===== src/rtl/fim_rdack_scfifo.sv =====
// Purpose : single-clock show-ahead FIFO; head entry is presented on rdata while rvalid=1, rdack pops it.
// Latency : a word written into an empty FIFO is visible on rdata the cycle after the write edge; 1 word/cycle streaming.
// Backpres: wreq is ignored while wfull=1; almfull gives the producer ALMOST_FULL_THRESHOLD skid slots of warning.
//
// Ports:
//   clk, rst_n        rising-edge clock, asynchronous active-low reset (empties the FIFO immediately)
//   wdata, wreq       write data and write request (accepted when wfull=0)
//   rdack             read acknowledge (pops the head entry when rvalid=1)
//   rdata, rvalid     head entry and its valid flag
//   wusedw, rusedw    occupancy count, 0..2^DEPTH_LOG2 (both views carry the same value)
//   wfull, rfull      full flag (both views)
//   wempty, rempty    empty flag (both views)
//   almfull           occupancy >= 2^DEPTH_LOG2 - ALMOST_FULL_THRESHOLD
//
// The write-side/read-side duplicate status ports mirror the dual-clock FIFO so callers can
// swap between the two implementations without rewiring. READ_ACLR_SYNC exists for the same
// reason and has no effect with a single clock.

module fim_rdack_scfifo #(
    parameter int    DATA_WIDTH            = 1,
    parameter int    DEPTH_LOG2            = 6,
    parameter int    ALMOST_FULL_THRESHOLD = 2,
    parameter string READ_ACLR_SYNC        = "ON"
) (
    input  logic                    clk,
    input  logic                    rst_n,

    input  logic [DATA_WIDTH-1:0]   wdata,
    input  logic                    wreq,
    input  logic                    rdack,

    output logic [DATA_WIDTH-1:0]   rdata,
    output logic [DEPTH_LOG2:0]     wusedw,
    output logic [DEPTH_LOG2:0]     rusedw,
    output logic                    wfull,
    output logic                    wempty,
    output logic                    almfull,
    output logic                    rempty,
    output logic                    rfull,
    output logic                    rvalid
);

    localparam int DEPTH = 1 << DEPTH_LOG2;

    // Count-domain constants, sized to the occupancy counter.
    localparam logic [DEPTH_LOG2:0] FULL_LEVEL = (DEPTH_LOG2+1)'(DEPTH);
    localparam logic [DEPTH_LOG2:0] AF_LEVEL   = (DEPTH_LOG2+1)'(DEPTH - ALMOST_FULL_THRESHOLD);
    localparam logic [DEPTH_LOG2:0] CNT_ONE    = (DEPTH_LOG2+1)'(1);
    localparam logic [DEPTH_LOG2-1:0] PTR_ONE  = DEPTH_LOG2'(1);

    // ------------------------------------------------------------------
    // Elaboration-time parameter sanity checks
    // ------------------------------------------------------------------
    if (DATA_WIDTH < 1) begin : g_bad_data_width
        $error("fim_rdack_scfifo: DATA_WIDTH must be >= 1");
    end
    if (DEPTH_LOG2 < 2) begin : g_bad_depth
        $error("fim_rdack_scfifo: DEPTH_LOG2 must be >= 2");
    end
    if ((ALMOST_FULL_THRESHOLD < 1) || (ALMOST_FULL_THRESHOLD > DEPTH - 1)) begin : g_bad_af
        $error("fim_rdack_scfifo: ALMOST_FULL_THRESHOLD out of range 1..2^DEPTH_LOG2-1");
    end
    if ((READ_ACLR_SYNC != "ON") && (READ_ACLR_SYNC != "OFF")) begin : g_bad_aclr
        $error("fim_rdack_scfifo: READ_ACLR_SYNC must be \"ON\" or \"OFF\"");
    end

    // ------------------------------------------------------------------
    // State
    // ------------------------------------------------------------------
    logic [DATA_WIDTH-1:0]  mem [DEPTH];
    logic [DEPTH_LOG2-1:0]  wr_ptr;
    logic [DEPTH_LOG2-1:0]  rd_ptr;
    logic [DEPTH_LOG2:0]    count;
    logic [DEPTH_LOG2:0]    count_nxt;

    logic                   full_q;
    logic                   empty_q;
    logic                   almfull_q;

    logic                   write_en;
    logic                   read_en;

    // Acceptance is qualified by the registered flags, so a write into a full
    // FIFO is dropped even if a read frees a slot on the same edge, and a read
    // on an empty FIFO is dropped even if a write lands on the same edge.
    assign write_en = wreq  & ~full_q;
    assign read_en  = rdack & ~empty_q;

    always_comb begin
        count_nxt = count;
        case ({write_en, read_en})
            2'b10:   count_nxt = count + CNT_ONE;
            2'b01:   count_nxt = count - CNT_ONE;
            default: count_nxt = count;
        endcase
    end

    // Pointers, count and flags. Flags are computed from count_nxt so they
    // land in the same cycle as the count they describe.
    always_ff @(posedge clk or negedge rst_n) begin
        if (!rst_n) begin
            wr_ptr    <= '0;
            rd_ptr    <= '0;
            count     <= '0;
            full_q    <= 1'b0;
            empty_q   <= 1'b1;
            almfull_q <= 1'b0;
        end else begin
            if (write_en) begin
                wr_ptr <= wr_ptr + PTR_ONE;
            end
            if (read_en) begin
                rd_ptr <= rd_ptr + PTR_ONE;
            end
            count     <= count_nxt;
            full_q    <= (count_nxt == FULL_LEVEL);
            empty_q   <= (count_nxt == '0);
            almfull_q <= (count_nxt >= AF_LEVEL);
        end
    end

    // Storage array carries no reset; stale contents are never visible
    // because rvalid gates them.
    always_ff @(posedge clk) begin
        if (write_en) begin
            mem[wr_ptr] <= wdata;
        end
    end

    // Show-ahead read: head entry straight off the registered read pointer.
    assign rdata   = mem[rd_ptr];

    assign wusedw  = count;
    assign rusedw  = count;
    assign wfull   = full_q;
    assign rfull   = full_q;
    assign wempty  = empty_q;
    assign rempty  = empty_q;
    assign almfull = almfull_q;
    assign rvalid  = ~empty_q;

endmodule


===== config.mk =====
export PLATFORM = sky130hd
export DESIGN_NAME = fim_rdack_scfifo
export DESIGN_NICKNAME = d
export VERILOG_FILES = /design/src/rtl/fim_rdack_scfifo.sv
export SDC_FILE = /design/constraint.sdc
export NUM_CORES = 1
export LEC_CHECK = 0
export ABC_CLOCK_PERIOD_IN_PS = 3100
export CORE_MARGIN = 4
export CORE_UTILIZATION = 59
export CTS_CLUSTER_DIAMETER = 150
export CTS_CLUSTER_SIZE = 28
export DETAILED_ROUTE_END_ITERATION = 16
export PLACE_DENSITY = 0.82
export REMOVE_ABC_BUFFERS = 1
export SLEW_MARGIN = 15
export SYNTH_ARGS = -nofsm -noshare
export SYNTH_HDL_FRONTEND = slang
export SYNTH_SLANG_ARGS = --single-unit

===== constraint.sdc =====
create_clock -name clk -period 3.1 [get_ports clk]
set_input_delay 0.62 -clock clk [delete_from_list [all_inputs] [get_ports clk]]
set_output_delay 0.62 -clock clk [all_outputs]
set_load 0.01 [all_outputs]

==> results_tabular.tex, run 1 <==
\begin{tabular}{lr}
\hline
Metric & Value \\
\hline
\multicolumn{2}{l}{\textbf{Clock network}} \\
\quad Level count of the clock H-tree & 3 \\
\quad Clock network latency to the later pin of the worst-skew pair & approximately 0.35 ns \\
\quad Hold-fix buffers, CTS & 0 \\
\quad Clock tree from TritonCTS & yes \\
\quad TritonCTS buffer count & 9 \\
\quad Longest Clk Path Bufs & 2 \\
\quad Root buffer selected by CTS & sky130\_fd\_sc\_hd\_\_clkbuf\_8 \\
\quad Register clock-pin slew on the reported worst setup and hold paths & roughly 0.09 ns \\
\quad Clock net sink count & 86 \\
\multicolumn{2}{l}{\textbf{GRT}} \\
\quad Pin count of the biggest net entering global routing & 47 \\
\quad Global-route wire length before repair & $\sim$14,000 microns \\
\quad Most Used Layer, Global Route & met2 \\
\quad GRT overflow & 0 \\
\quad All-layer global routing usage & between 20\% and 30\% \\
\quad Grt met2 use & between 30\% and 40\% \\
\quad Antenna violations before repair & 0 \\
\quad Vias in the first global route & 2,805 \\
\quad GR Util met3 & approximately 4.6\% \\
\quad GR Util met1 & a little under 30\% \\
\multicolumn{2}{l}{\textbf{Floorplan}} \\
\quad Die height & about 94 microns \\
\quad Initial cell density of the core & between 60\% and 70\% \\
\quad Die Span X & around 94 microns \\
\quad Ports & 26 \\
\quad Die area & around 0.0088 sq mm \\
\quad Cell row count & 30 \\
\quad Area inside the core boundary & approximately 0.007 sq mm \\
\multicolumn{2}{l}{\textbf{Worst setup path}} \\
\quad Register-to-register setup slack & $\sim$0.34 ns \\
\quad Worst flop-to-flop path startpoint & rempty \\
\quad Terminus of the critical flop-to-flop path & rfull \\
\quad Maximum fanout encountered on the critical timing path & 5 \\
\quad CP endpoint & rdata \\
\quad CP most frequent cell & sky130\_fd\_sc\_hd\_\_mux4\_2 \\
\quad Slowest stage cell, crit path & sky130\_fd\_sc\_hd\_\_mux4\_2 \\
\quad Worst setup path startpoint & rd\_ptr[0] \\
\quad Data arrival at the endpoint of the critical path & between 2 and 3 ns \\
\quad CP required & between 2 and 2.5 ns \\
\quad Cell chain of the critical path & buf\_12 -> mux4\_2 -> mux4\_2 -> mux4\_2 -> buf\_6 \\
\quad Slowest Stage Delay on Critical Path & 0.52 ns \\
\quad Sort of element at the start of the critical path & flip-flop \\
\quad CP Capture Type & output port \\
\quad Number of cells traversed by the worst register-to-register path & 10 \\
\quad Worst setup path category & flip-flop to output port \\
\multicolumn{2}{l}{\textbf{Pwr}} \\
\quad Peak ir drop on the vdd network & between 0.4 and 0.5 mV \\
\quad Leakage & around 1.7 nW \\
\quad Switching Fraction & 36.1\% \\
\quad Share of total power in combinational logic & 43.6\% \\
\quad Clk pwr share & around 17\% \\
\quad Net switching power figure & 1.59 mW \\
\quad Pwr Total & about 4.4 mW \\
\quad Cell Int Power & around 2.8 mW \\
\quad P per Cell Area & a little under 900 mW/mm\^{}2 \\
\quad Portion of total power attributed to sequential cells & between 30 and 40\% \\
\multicolumn{2}{l}{\textbf{Place}} \\
\quad Estimated wirelength of the detail-placed design & between 5000 and 6000 microns \\
\quad Final RePlAce weighted congestion & approximately 0.85 \\
\quad Count of buffers inserted at the top-level ports & 25 \\
\multicolumn{2}{l}{\textbf{Synth}} \\
\quad Synthesized cell area & about 0.0043 sq mm \\
\quad Number of distinct library cells after synthesis & 61 \\
\quad Main synth FF type & sky130\_fd\_sc\_hd\_\_edfxtp\_1 \\
\quad Number of synthesized flops with an enable pin & 64 \\
\quad Proportion of register bits with asynchronous set or reset after synthesis & between 20\% and 30\% \\
\quad Warnings from Yosys & 0 \\
\quad Fraction of the yosys area taken by sequential cells & approximately 57\% \\
\quad Number of register bits inferred by synthesis & 86 \\
\quad Mean instance size in the synthesized netlist & 12.6 sq um \\
\quad Cells after Synth & $\sim$340 \\
\multicolumn{2}{l}{\textbf{Routing}} \\
\quad DR DRC count & 0 \\
\quad Total iterations of the first detailed-routing run & 5 \\
\quad Via density & between 5 and 6 \\
\quad Per-cell routed wire length & approximately 19 microns \\
\quad Starting DRC count in detailed routing & 220 \\
\quad Total via count in the routed design & 2,835 \\
\quad Overall routed net length & 8890 microns \\
\quad Antenna violation net count after detailed routing & 0 \\
\multicolumn{2}{l}{\textbf{Run}} \\
\quad MaxCap Viol Count & 0 \\
\multicolumn{2}{l}{\textbf{Finish}} \\
\quad Fraction of layout instances using a drive strength above 1 & between 20\% and 30\% \\
\quad Number of antenna diodes & 0 \\
\quad Sequential standard cell area & about 0.0025 sq mm \\
\quad Commonest non-fill, non-tap cell in the layout & sky130\_fd\_sc\_hd\_\_nor2\_1 \\
\quad Filler cell count & 475 \\
\quad Area added between synthesis and finish & 14.8\% \\
\quad Multi-input gate area in the final layout & between 0.0015 and 0.002 sq mm \\
\quad Final nets & about 380 \\
\quad Commonest cells after routing, fill and taps aside & sky130\_fd\_sc\_hd\_\_nor2\_1 (71), sky130\_fd\_sc\_hd\_\_edfxtp\_1 (64), sky130\_fd\_sc\_hd\_\_nand2\_1 (26) \\
\multicolumn{2}{l}{\textbf{STA}} \\
\quad Achievable frequency & around 310 MHz \\
\quad Slew margin rel. & about three fifths \\
\quad Finish-stage setup viols & 1 \\
\quad Portion of the clock cycle consumed by the worst path in the final layout & 104\% \\
\quad Final worst-path setup slack & -0.132 ns \\
\quad Crit path time final & $\sim$3.2 ns \\
\quad Hold violation total from the final report & 0 \\
\quad Final sum of negative setup slack & -0.132 ns \\
\quad Clock Skews & between 0.01 and 0.015 ns \\
\quad Transition time of the tightest slew-check pin & between 0.5 and 0.6 ns \\
\quad Final count of pins violating max slew & 0 \\
\quad RSZ-0062 raised after global routing & true \\
\multicolumn{2}{l}{\textbf{Outcome}} \\
\quad Outcome & complete, but fails checks \\
\quad Violations in the final reports & negative setup slack \\
\multicolumn{2}{l}{\textbf{Min path}} \\
\quad Type of the tightest min-delay check & flip-flop to flip-flop \\
\hline
\end{tabular}
## layer usage
metal / routed length (microns) / share of wire [%] / vias up
met1: 3620 / 41 / 1415
met4: 163 / 1.8 / 0
met3: 561 / 6.3 / 13
li1: - / - / 1292
met2: 4540 / 51 / 115
met5: 0 / 0 / -
## per-stage QoR
stage	hold slack [ns]	setup WS [ns]	util [%]	instances	area (sq um)
finish	0.492	-0.132	71.5	474	4960
global route	0.508	-0.207	71.5	474	4960
CTS	0.488	-0.199	71.9	476	4990
detailed placement	0.474	-0.333	67.9	456	4720
global placement	0.468	-0.215	67.9	456	4720
floorplan	0.324	-0.166	-	309	4120
## sequential cells by signal (all words and copies together), names as in the netlist
register / cells
mem: 64
rusedw: 7
rd_ptr: 6
wr_ptr: 6
almfull: 1
rempty: 1
rfull: 1
## timing repair
item / in CTS / in global routing
buffers inserted: 2 / 0
endpoints found under the setup margin: 1 / 4
resized for setup: 9 / 14
pin swaps: 0 / 1
gates cloned: 2 / 0
## worst max-delay path: cells and delay by family, from the launching register on
kind / cells / cell delay [ns]
buffers and inverters: 2 / 0.30
multiplexers: 3 / 1.52
flip-flops: 1 / 0.46
## cell usage after synthesis (2+ instances only)
master	number	area (sq um)
sky130_fd_sc_hd__nor2_1	71	267
sky130_fd_sc_hd__edfxtp_1	64	1920
sky130_fd_sc_hd__nand2_1	26	97.6
sky130_fd_sc_hd__dfrtp_1	21	526
sky130_fd_sc_hd__mux4_2	16	360
sky130_fd_sc_hd__clkbuf_1	13	48.8
sky130_fd_sc_hd__xnor2_1	11	96.3
sky130_fd_sc_hd__buf_4	10	75.1
sky130_fd_sc_hd__a21oi_1	7	35.0
sky130_fd_sc_hd__nor3_1	6	30.0
sky130_fd_sc_hd__ha_1	5	62.6
sky130_fd_sc_hd__inv_1	5	18.8
sky130_fd_sc_hd__mux4_1	5	131
sky130_fd_sc_hd__o21ai_0	5	25.0
sky130_fd_sc_hd__buf_1	4	15.0
sky130_fd_sc_hd__nand2b_1	4	25.0
sky130_fd_sc_hd__nand3_1	4	20.0
sky130_fd_sc_hd__nand4_1	4	25.0
sky130_fd_sc_hd__xor2_1	4	35.0
sky130_fd_sc_hd__a2111oi_0	3	26.3
sky130_fd_sc_hd__and2_1	3	18.8
sky130_fd_sc_hd__and3_1	3	18.8
sky130_fd_sc_hd__buf_2	3	15.0
sky130_fd_sc_hd__buf_6	3	33.8
sky130_fd_sc_hd__nor2b_1	3	18.8
sky130_fd_sc_hd__or3b_2	3	26.3
sky130_fd_sc_hd__a31o_2	2	17.5
sky130_fd_sc_hd__nand3b_1	2	15.0
sky130_fd_sc_hd__nor4_1	2	12.5
## power by group through the flow
stage | combinational [mW] | sequential, mW | clock (mW)
floorplan | 0.954 | 1.76 | 0
global placement | 1.74 | 1.71 | 0
detailed placement | 1.79 | 1.72 | 0
CTS | 1.94 | 1.71 | 0.774
global route | 2.07 | 1.75 | 0.822
finish | 1.92 | 1.72 | 0.763
## cells by family after synthesis
family | after synthesis | synth area share, %
simple gates | 143 | 15.9
flops | 86 | 57.2
buf+inv | 42 | 5.47
compound gates | 31 | 5.30
mux | 22 | 11.6
xor+xnor | 15 | 3.04
fa+ha+maj | 5 | 1.45
## area by class of cell
class	count	share of cell area (%)
Multi-Input combinational cell	216	32.8
Tap cell	96	2.42
Clock inverter	5	1.13
Sequential cell	86	49.8
Timing Repair Buffer	53	10.6
Inverter	7	0.580
Clock buffer	11	2.65
## worst min path at each step
stage	to	from	slack [ns]	cells past startpoint
6_report	rd_ptr[5]	rd_ptr[5]	0.49	1
2_1_floorplan	almfull	rst_n	0.32	0
5_1_grt	rd_ptr[5]	rd_ptr[5]	0.51	1
4_1_cts	rd_ptr[5]	rd_ptr[5]	0.49	1
3_3_place_gp	rd_ptr[5]	rd_ptr[5]	0.47	1
3_5_place_dp	rd_ptr[5]	rd_ptr[5]	0.47	1
(Power assumes the default switching activity.)
==> run 2: changes to the inputs <==
CORE_UTILIZATION = 60   (was 59)
CTS_CLUSTER_DIAMETER = 120   (was 150)
DONT_BUFFER_PORTS = 1   (was default)
PLACE_DENSITY = 0.79   (was 0.82)
==> run 2 against run 1 <==
Utilization down 5.4 points. Critical path depth shrank 1. Total power shrank 8.6%. Sequential power is essentially flat. Register-to-register slack worse by 0.16 ns. Count of clock-buffer cells in the layout shrank 1. The flow still finishes with violations (negative setup slack). Critical endpoint unchanged. Wire length down 3.7%. Largest cell class unchanged. Flip-flop and latch count is the same. Global-route usage fell by 0.60 points.
==> results_tabular.tex, run 2 (synthesis gave the netlist of run 1 again) <==
\begin{tabular}{lr}
\hline
Metric & Value \\
\hline
\multicolumn{2}{l}{\textbf{Outcome}} \\
\quad Outcome & complete, but fails checks \\
\quad Violations in the final reports & negative setup slack \\
\multicolumn{2}{l}{\textbf{Routing}} \\
\quad Overall routed net length & $\sim$8600 microns \\
\quad Via density & roughly 6.1 \\
\quad Antenna violation net count after detailed routing & 0 \\
\quad DR DRC count & 0 \\
\quad Total via count in the routed design & roughly 2,700 \\
\quad Per-cell routed wire length & 19.7 microns \\
\quad Total iterations of the first detailed-routing run & 6 \\
\quad Starting DRC count in detailed routing & 242 \\
\multicolumn{2}{l}{\textbf{STA}} \\
\quad Finish-stage setup viols & 1 \\
\quad Achievable frequency & approximately 320 MHz \\
\quad RSZ-0062 raised after global routing & true \\
\quad Final count of pins violating max slew & 0 \\
\quad Crit path time final & 3.12 ns \\
\quad Portion of the clock cycle consumed by the worst path in the final layout & 101\% \\
\quad Hold violation total from the final report & 0 \\
\quad Slew margin rel. & between 30\% and 40\% \\
\quad Transition time of the tightest slew-check pin & 1.04 ns \\
\quad Final worst-path setup slack & -0.0215 ns \\
\quad Hold slack final & between 0.09 and 0.1 ns \\
\quad Clock Skews & roughly 0.0074 ns \\
\multicolumn{2}{l}{\textbf{Worst setup path}} \\
\quad Critical path depth & 4 \\
\quad Slowest stage cell, crit path & sky130\_fd\_sc\_hd\_\_mux4\_2 \\
\quad Worst setup path startpoint & rd\_ptr[0] \\
\quad Worst flop-to-flop path startpoint & rempty \\
\quad Delay-heaviest family, CP & multiplexers \\
\quad Worst setup path category & flip-flop to output port \\
\quad Sort of element at the start of the critical path & flip-flop \\
\quad CP most frequent cell & sky130\_fd\_sc\_hd\_\_mux4\_2 \\
\quad CP Capture Type & output port \\
\quad CP required & between 2 and 2.5 ns \\
\quad Cell chain of the critical path & buf\_12 -> mux4\_2 -> mux4\_2 -> mux4\_2 \\
\quad Number of cells traversed by the worst register-to-register path & 11 \\
\quad Data arrival at the endpoint of the critical path & 2.50 ns \\
\quad Maximum fanout encountered on the critical timing path & 9 \\
\quad Critical path buffers and inverters & 1 \\
\quad Slowest Stage Delay on Critical Path & 0.56 ns \\
\multicolumn{2}{l}{\textbf{Clock network}} \\
\quad TritonCTS buffer count & 9 \\
\quad Longest Clk Path Bufs & 2 \\
\quad Clock net sink count & 86 \\
\quad Clock tree from TritonCTS & yes \\
\quad Register clock-pin slew on the reported worst setup and hold paths & about 0.080 ns \\
\quad Root buffer selected by CTS & sky130\_fd\_sc\_hd\_\_clkbuf\_8 \\
\quad Clock network latency to the later pin of the worst-skew pair & $\sim$0.36 ns \\
\quad Level count of the clock H-tree & 3 \\
\multicolumn{2}{l}{\textbf{Finish}} \\
\quad Fraction of layout instances using a drive strength above 1 & between 20 and 25\% \\
\quad Final nets & 344 \\
\quad Fin util & between 60\% and 70\% \\
\quad Sequential standard cell area & about 0.0025 sq mm \\
\quad Number of antenna diodes & 0 \\
\quad Multi-input gate area in the final layout & between 0.0015 and 0.002 sq mm \\
\quad Top reg by flops & mem \\
\quad Area added between synthesis and finish & 5.62\% \\
\quad Commonest non-fill, non-tap cell in the layout & sky130\_fd\_sc\_hd\_\_nor2\_1 \\
\quad Commonest cells after routing, fill and taps aside & sky130\_fd\_sc\_hd\_\_nor2\_1 (71), sky130\_fd\_sc\_hd\_\_edfxtp\_1 (64), sky130\_fd\_sc\_hd\_\_nand2\_1 (26) \\
\quad Flip-flop count of the largest register, all copies and words added & 64 \\
\quad Filler cell count & roughly 530 \\
\multicolumn{2}{l}{\textbf{GRT}} \\
\quad Global-route wire length before repair & approximately 14,000 microns \\
\quad All-layer global routing usage & roughly 22\% \\
\quad Antenna violations before repair & 0 \\
\quad Vias in the first global route & $\sim$2,600 \\
\quad Pin count of the biggest net entering global routing & between 60 and 70 \\
\quad GRT overflow & 0 \\
\multicolumn{2}{l}{\textbf{Min path}} \\
\quad Type of the tightest min-delay check & primary input to async pin \\
\multicolumn{2}{l}{\textbf{Pwr}} \\
\quad P per Cell Area & 881 mW/mm\^{}2 \\
\quad Leakage & $\sim$1.5 nW \\
\quad Peak ir drop on the vdd network & around 0.46 mV \\
\multicolumn{2}{l}{\textbf{Place}} \\
\quad Final RePlAce weighted congestion & approximately 0.84 \\
\quad Estimated wirelength of the detail-placed design & $\sim$5600 microns \\
\quad Worst setup slack after placement & $\sim$0.089 ns \\
\quad Count of buffers inserted at the top-level ports & 0 \\
\multicolumn{2}{l}{\textbf{Floorplan}} \\
\quad Ports & 26 \\
\quad Die area & 0.00863 sq mm \\
\quad Area inside the core boundary & just under 0.007 sq mm \\
\quad Initial cell density of the core & 62.6\% \\
\quad Die Span X & 92.9 microns \\
\quad Die height & roughly 93 microns \\
\quad Cell row count & 30 \\
\multicolumn{2}{l}{\textbf{Run}} \\
\quad MaxCap Viol Count & 0 \\
\hline
\end{tabular}
[run 2: cell count changes in the layout (fill, tap and decap cells not counted), moves of 2 or more]
cell,change
sky130_fd_sc_hd__clkdlybuf4s50_1,-24
sky130_fd_sc_hd__buf_4,-12
sky130_fd_sc_hd__buf_12,-3
sky130_fd_sc_hd__a2111oi_2,+2
[run 2: path summary, 6_finish.rpt]
check | end | slack (ns)
min in group clk | mem[59] | 0.35
max in group asynchronous | rd_ptr[0] | 1.51
hold reg to reg | rd_ptr[5] | 0.51
setup / recovery | rdata | -0.02
hold / removal | rempty | 0.1
setup reg to reg | rfull | 0.18
[run 2: area by class of cell]
cell class              instances  share of cell area [%]
repair buffers                 14                    2.90
well taps                      96                    2.63
clock inverters                 6                    1.34
multi-input cells             216                    35.5
inverters                       7                   0.630
clock buffers                  10                    2.80
flip-flops and latches         86                    54.2
[run 2: timing repair]
item / CTS / global route
endpoints found under the hold margin: 21 / 0
setup endpoints to repair: 1 / 5
buffers inserted: 3 / 0
cloned: 1 / 0
hold buffers: 1 / 0
pin swaps: 0 / 1
gates resized for setup: 4 / 13
[run 2: report_power, final]
part           internal [mW]  switching (mW)
Clock                  0.372           0.402
Sequential              1.40           0.314
Combinational          0.744           0.788
Total                   2.52            1.50
[run 2: routing by layer]
metal | up-vias | GRT usage [%] | wire length, microns
li1 | 1217 | - | -
met1 | 1339 | 30.3 | 3630
met2 | 98 | 34.3 | 4270
met3 | 16 | 4.39 | 516
met4 | 0 | 7.45 | 147
met5 | - | 0 | 0
[run 2: per-stage QoR]
stage | cells | setup TNS [ns] | instance area, sq um | power [mW]
2_1_floorplan | 309 | -0.401 | 4120 | 2.71
3_3_place_gp | 415 | 0 | 4320 | 3.10
3_5_place_dp | 415 | 0 | 4320 | 3.15
4_1_cts | 436 | -0.0576 | 4580 | 4.03
5_1_grt | 435 | -0.0519 | 4570 | 4.25
6_report | 435 | -0.0215 | 4570 | 4.02
